<file path="src/rtl/crash_life_ctrl.sv">
// crash_life_ctrl
//
// Turns the stretched bird_crash / peas_get levels from the display stage into
// game events. Owns the life counter, the white-screen flash request, post-hit
// invincibility and game_over. All outputs are registered.
//
// Optional feature macro: INVINC_WINDOW_EN
//   defined   : after a non-fatal hit the FSM runs FLASH -> INVINC -> PLAY.
//   undefined : FLASH returns straight to PLAY; invincible mirrors flash.
//
// Parameters
//   LIFE_INIT     lives loaded on game_start
//   LIFE_MAX      saturation ceiling for life (<= 15)
//   FRAME_CYCLES  clk_25mhz cycles per frame tick
//   FLASH_FRAMES  frames flash is held after a non-fatal hit
//   INVINC_FRAMES frames of invincibility after the flash ends
//
// Ports
//   clk_25mhz    in   pixel clock
//   rst_n        in   asynchronous active-low reset
//   game_start   in   1-cycle pulse, (re)starts a game from any state
//   bird_crash   in   level, stretched crash flag
//   peas_get     in   level, stretched pea-collected flag
//   life         out  current lives (4 bits)
//   flash        out  screen-flash request
//   invincible   out  high while crashes are ignored
//   game_over    out  high in OVER
//   life_lost    out  1-cycle pulse per accepted crash
//   life_gained  out  1-cycle pulse per accepted pea

module crash_life_ctrl #(
  parameter int unsigned LIFE_INIT     = 3,
  parameter int unsigned LIFE_MAX      = 9,
  parameter int unsigned FRAME_CYCLES  = 416800,
  parameter int unsigned FLASH_FRAMES  = 6,
  parameter int unsigned INVINC_FRAMES = 60
) (
  input  logic       clk_25mhz,
  input  logic       rst_n,
  input  logic       game_start,
  input  logic       bird_crash,
  input  logic       peas_get,
  output logic [3:0] life,
  output logic       flash,
  output logic       invincible,
  output logic       game_over,
  output logic       life_lost,
  output logic       life_gained
);

  localparam int unsigned CycW     = (FRAME_CYCLES > 1) ? $clog2(FRAME_CYCLES) : 1;
  // Frame counter is sized for the longer of the two windows in both builds.
  localparam int unsigned FrameMax = (FLASH_FRAMES > INVINC_FRAMES) ? FLASH_FRAMES
                                                                    : INVINC_FRAMES;
  localparam int unsigned FrameW   = (FrameMax > 1) ? $clog2(FrameMax) : 1;

  localparam logic [CycW-1:0]   CycLast   = CycW'(FRAME_CYCLES - 1);
  localparam logic [FrameW-1:0] FlashLast = FrameW'(FLASH_FRAMES - 1);
`ifdef INVINC_WINDOW_EN
  localparam logic [FrameW-1:0] InvincLast = FrameW'(INVINC_FRAMES - 1);
`endif

  localparam logic [3:0] LifeInit = 4'(LIFE_INIT);
  localparam logic [3:0] LifeMax  = 4'(LIFE_MAX);

  localparam logic [2:0] StIdle   = 3'd0;
  localparam logic [2:0] StPlay   = 3'd1;
  localparam logic [2:0] StFlash  = 3'd2;
  localparam logic [2:0] StOver   = 3'd3;
`ifdef INVINC_WINDOW_EN
  localparam logic [2:0] StInvinc = 3'd4;
`endif

  logic [2:0]        state_q, state_d;
  logic [3:0]        life_q, life_d;
  logic              crash_q, pea_q;
  logic [CycW-1:0]   cyc_cnt_q, cyc_cnt_d;
  logic [FrameW-1:0] frame_cnt_q, frame_cnt_d;
  logic              flash_q, flash_d;
  logic              invinc_q, invinc_d;
  logic              over_q, over_d;
  logic              lost_q, lost_d;
  logic              gained_q, gained_d;

  logic crash_rise, pea_rise, pea_ok, frame_tick, restart;

  assign crash_rise = bird_crash & ~crash_q;
  assign pea_rise   = peas_get & ~pea_q;
  assign pea_ok     = pea_rise && (life_q < LifeMax);
  assign frame_tick = (cyc_cnt_q == CycLast);

  // Next state, life and event pulses
  always_comb begin
    state_d  = state_q;
    life_d   = life_q;
    lost_d   = 1'b0;
    gained_d = 1'b0;
    if (game_start) begin
      // Overrides any same-cycle crash or pea.
      state_d = StPlay;
      life_d  = LifeInit;
    end else begin
      case (state_q)
        StIdle: begin
          life_d = 4'd0;
        end
        StPlay: begin
          if (crash_rise) begin
            // Crash wins over a same-cycle pea; life_q >= 1 here, no underflow.
            lost_d  = 1'b1;
            life_d  = life_q - 4'd1;
            state_d = (life_q == 4'd1) ? StOver : StFlash;
          end else if (pea_ok) begin
            gained_d = 1'b1;
            life_d   = life_q + 4'd1;
          end
        end
        StFlash: begin
          if (pea_ok) begin
            gained_d = 1'b1;
            life_d   = life_q + 4'd1;
          end
          if (frame_tick && (frame_cnt_q == FlashLast)) begin
`ifdef INVINC_WINDOW_EN
            state_d = StInvinc;
`else
            state_d = StPlay;
`endif
          end
        end
`ifdef INVINC_WINDOW_EN
        StInvinc: begin
          if (pea_ok) begin
            gained_d = 1'b1;
            life_d   = life_q + 4'd1;
          end
          if (frame_tick && (frame_cnt_q == InvincLast)) begin
            state_d = StPlay;
          end
        end
`endif
        StOver: begin
          life_d = 4'd0;
        end
        default: begin
          state_d = StIdle;
          life_d  = 4'd0;
        end
      endcase
    end
  end

  // Frame timing restarts on every state entry, including a restart into PLAY.
  assign restart = game_start || (state_d != state_q);

  always_comb begin
    cyc_cnt_d   = cyc_cnt_q + 1'b1;
    frame_cnt_d = frame_cnt_q;
    if (restart) begin
      cyc_cnt_d   = '0;
      frame_cnt_d = '0;
    end else if (frame_tick) begin
      cyc_cnt_d   = '0;
      frame_cnt_d = frame_cnt_q + 1'b1;
    end
  end

  // Outputs are registered copies decoded from the next state.
  always_comb begin
    flash_d  = (state_d == StFlash);
    over_d   = (state_d == StOver);
`ifdef INVINC_WINDOW_EN
    invinc_d = (state_d == StFlash) || (state_d == StInvinc);
`else
    invinc_d = (state_d == StFlash);
`endif
  end

  always_ff @(posedge clk_25mhz or negedge rst_n) begin
    if (!rst_n) begin
      state_q     <= StIdle;
      life_q      <= 4'd0;
      crash_q     <= 1'b0;
      pea_q       <= 1'b0;
      cyc_cnt_q   <= '0;
      frame_cnt_q <= '0;
      flash_q     <= 1'b0;
      invinc_q    <= 1'b0;
      over_q      <= 1'b0;
      lost_q      <= 1'b0;
      gained_q    <= 1'b0;
    end else begin
      state_q     <= state_d;
      life_q      <= life_d;
      crash_q     <= bird_crash;
      pea_q       <= peas_get;
      cyc_cnt_q   <= cyc_cnt_d;
      frame_cnt_q <= frame_cnt_d;
      flash_q     <= flash_d;
      invinc_q    <= invinc_d;
      over_q      <= over_d;
      lost_q      <= lost_d;
      gained_q    <= gained_d;
    end
  end

  assign life        = life_q;
  assign flash       = flash_q;
  assign invincible  = invinc_q;
  assign game_over   = over_q;
  assign life_lost   = lost_q;
  assign life_gained = gained_q;

endmodule

</file>
<file path="config.mk">
export PLATFORM = sky130hd
export DESIGN_NAME = crash_life_ctrl
export DESIGN_NICKNAME = d
export VERILOG_FILES = /design/src/rtl/crash_life_ctrl.sv
export SDC_FILE = /design/constraint.sdc
export NUM_CORES = 1
export LEC_CHECK = 0
export ABC_CLOCK_PERIOD_IN_PS = 1600
export CAP_MARGIN = 10
export CORE_UTILIZATION = 42
export DETAILED_ROUTE_END_ITERATION = 8
export GPL_TIMING_DRIVEN = 0
export PLACE_DENSITY = 0.69
export SYNTH_ARGS = -nofsm -noshare
export SYNTH_HDL_FRONTEND = slang
export SYNTH_SLANG_ARGS = --single-unit
</file>
<file path="constraint.sdc">
create_clock -name clk_25mhz -period 1.6 [get_ports clk_25mhz]
set_input_delay 0.48 -clock clk_25mhz [delete_from_list [all_inputs] [get_ports clk_25mhz]]
set_output_delay 0.48 -clock clk_25mhz [all_outputs]
set_load 0.02 [all_outputs]
</file>
==> summary.md <==
| Metric | Value |
|---|---|
| Io pins | 14 |
| Post-Syn Nets | ~210 |
| Total track usage | 18.9% |
| Post-synthesis adder-cell area fraction | 3.75% |
| Worst slew pin tran | between 800 and 900 ps |
| Worst Setup Start Kind | register |
| Port bufs | 13 |
| Via Count | 1583 |
| Crit Path Class | register to register |
| Cells after Synth | slightly above 200 |
| Final setup viols | 28 |
| Largest net degree at the start of global routing | 39 |
| Final Cell Area | 2690 µm² |
| Layout area overhead | 34.4% |
| CTS Root Cell | clkbuf_8 |
| Met3 usage | slightly above 5% |
| Net switching power | around 0.00049 W |
| Flop2flop setup slack | -260 ps |
| Slack of the critical path | -257 ps |
| CTS Hold Bufs | 0 |
| Hold Path Class | input pin to asynchronous set/reset pin |
| Warnings from Yosys | 0 |
| GPL Wtd Cong | ~0.83 |
| Period minus WS final | 1860 ps |
| CP required | 1780 ps |
| First-pass GRT wire length | 7.37 mm |
| Clock power share | 40.1% |
| Synth Area in XOR/XNOR | approximately 9.6% |
| Critical Path Start | cyc_cnt_q[1] |
| Initial antenna violation count | 0 |
| Ant diodes | 0 |
| Final Skew | 4.99 ps |
| Die area | about 5100 µm² |
| Wire per inst | between 10 and 15 µm |
| Rows | 24 |
| #FFs+latches synth | 38 |
| Die height | approximately 71 µm |
| Top FF cell, synth | dfrtp_1 |
| Leakage power | between 1 and 1.5 nW |
| Largest family of logic cells by synthesized area | simple AND/OR/NAND/NOR gates |
| Number of flops mapped to enable cells by yosys | 0 |
| Share of cells above drive strength 1 | between 30% and 40% |
| DP HPWL | ~2.6 mm |
| Area after DPL | roughly 2200 µm² |
| Period utilisation layout | 116% |
| Pint | around 0.0015 W |
| Compound-Gate Fraction of Synth Area | 6.30% |
| Die width | between 70 and 80 µm |
| Slew Viols, Final | 0 |
| Core Util, Final | 60.2% |
| Reg2reg end | frame_cnt_q[0] |
| Outcome | complete, but fails checks |
| Max-cap violations | 0 |
| CTS Buffer Depth | 2 |
| Ys async rst share | between 90% and 100% |
| Pwr Density | between 700 and 800 nW/µm² |
| CP max FO | 6 |
| Routed wire length | ~4.3 mm |
| Worst R2R Start | cyc_cnt_q[1] |
| Max transition margin | between 40% and 50% |
| Clk sinks | 38 |
| Synth cell types | 48 |
| Reg clk slew, reported paths | around 80 ps |
| Sw Share | between 20% and 30% |
| Initial DRC count | 98 |
| Pre-Repair DR Iteration Count | 4 |
| CP arrival | 2040 ps |
| TritonCTS Buffers | 5 |
| Post-route ant nets | 0 |
| Worst Setup EP | frame_cnt_q[0] |
| Met1 GRT Util | about a quarter |
| TritonCTS clock tree | yes |
| Seq pwr share | 49.4% |
| CP endpoint kind | register |
| GR peak layer | met2 |
| RSZ-0062 raised after global routing | true |
| Vias in the first global route | ~1600 |
| DR vias/cell | between 5 and 6 |
| Comb pwr share | between 10% and 20% |
| Final hold viol count | 0 |
| Most frequent cells in the layout | dfrtp_1, nor2_2, buf_4 |
| Max Fclk | 539 MHz |
| Total gr overflow | 0 |
| Core Footprint | about 4500 µm² |
| Mapped Area | about 2000 µm² |
| Skew-Pair Late Insertion Delay | about 300 ps |
| Filler cell count | between 300 and 400 |
| Mean Syn Cell Area | between 9 and 10 µm² |
| Most common cell after layout, fill and taps aside | dfrtp_1 |
| VDD IR max | roughly 0.41 mV |
| Failing checks | negative setup slack |
| Htree depth | 2 |
| Met2 usage | 29.3% |
| Multiplexer share of the synthesized area | less than 1% |
| Initial core utilization | between 40% and 50% |
| Nets | roughly 260 |
| Seq/Total Area, Yosys | between 40% and 50% |
| Simple-Gate Fraction of Synth Area | between 20% and 30% |
| Remaining DRCs | 0 |
| R2R depth | 7 |
-- cell type report --
type / count / area (µm²) / share of cell area [%]
well taps: 52 / 65.1 / 2.42
flip-flops and latches: 38 / 953 / 35.4
clock inverters: 3 / 40.0 / 1.49
plain buffers: 3 / 22.5 / 0.836
inverters: 7 / 26.3 / 0.975
multi-input cells: 153 / 1170 / 43.4
repair buffers: 36 / 348 / 12.9
clock buffers: 5 / 68.8 / 2.55
-- critical path: stages (launching register included) --
cell and delay, ps:
dfrtp_1 420, ha_4 170, nand3_4 80, or3_4 460, buf_6 140, nor3_4 160
a31o_4 240, nor2_1 60
-- synth_stat cells, drive strengths merged, types with 2 or more instances --
master | instances | area [µm²]
nor2 | 36 | 145
xor2 | 9 | 78.8
xnor2 | 13 | 114
or3 | 3 | 18.8
and3b | 2 | 17.5
o21ai | 2 | 10.0
or2 | 2 | 12.5
nand2b | 4 | 25.0
nand3 | 13 | 70.1
nand4 | 5 | 31.3
nor2b | 4 | 25.0
nor3 | 9 | 56.3
buf | 4 | 41.3
dfrtp | 38 | 951
nor4 | 2 | 27.5
ha | 6 | 75.1
and4 | 2 | 18.8
and3 | 2 | 13.8
nor4b | 3 | 32.5
a21oi | 9 | 45.0
nand2 | 13 | 51.3
inv | 7 | 26.3
-- registers in the layout (all words and copies together), names as in the netlist --
| name | flops |
|---|---|
| game_over | 1 |
| life_gained | 1 |
| pea_q | 1 |
| crash_q | 1 |
| life | 4 |
| invincible | 1 |
| frame_cnt_q | 6 |
| cyc_cnt_q | 19 |
| state_q | 3 |
| life_lost | 1 |
-- through the flow --
step	hold WS [ps]	setup slack [ps]	total power [W]	TNS [ps]	instances
3_5_place_dp	479	-512	0.00117	-11570	268
6_report	276	-257	0.00202	-5850	297
3_3_place_gp	472	-920	0.00117	-45750	268
4_1_cts	310	-178	0.00201	-3130	291
5_1_grt	358	-304	0.00211	-7370	297
2_1_floorplan	184	-113	0.00110	-1520	203
-- worst min path at each step --
stage / from / endpoint / slack (ps) / depth (start not counted)
floorplan: rst_n / crash_q / 180 / 0
global placement: cyc_cnt_q[0] / cyc_cnt_q[0] / 470 / 1
detailed placement: cyc_cnt_q[0] / cyc_cnt_q[0] / 480 / 1
CTS: rst_n / frame_cnt_q[5] / 310 / 1
global route: rst_n / pea_q / 360 / 1
finish: rst_n / frame_cnt_q[5] / 280 / 1
-- layer usage --
| layer | vias up | part of all wire, % |
|---|---|---|
| li1 | 773 | - |
| met1 | 779 | 46 |
| met2 | 23 | 49 |
| met3 | 8 | 3.5 |
| met4 | 0 | 1.6 |
| met5 | - | 0 |
-- power by group through the flow --
stage	clock, W	sequential (W)	combinational, W
global placement	0	0.00101	0.000151
finish	0.000810	0.000997	0.000213
CTS	0.000830	0.000997	0.000187
floorplan	0	0.00102	0.0000802
global route	0.000872	0.000999	0.000235
detailed placement	0	0.00101	0.000151
-- cell families (layout without fill, tap and decap cells) --
| family | Yosys count | after routing |
|---|---|---|
| compound gates | 20 | 20 |
| xor+xnor | 22 | 22 |
| fa+ha+maj | 6 | 6 |
| buf+inv | 12 | 54 |
| flops | 38 | 38 |
| mux | 1 | 1 |
| other cells | 1 | 1 |
| simple gates | 103 | 103 |
-- repair_timing --
action	CTS	global route
gates cloned	1	0
pin swaps	10	15
setup endpoints to repair	40	33
resized for setup	44	30
buffers inserted	15	7
No activity file was read; power rests on OpenSTA's default activity.
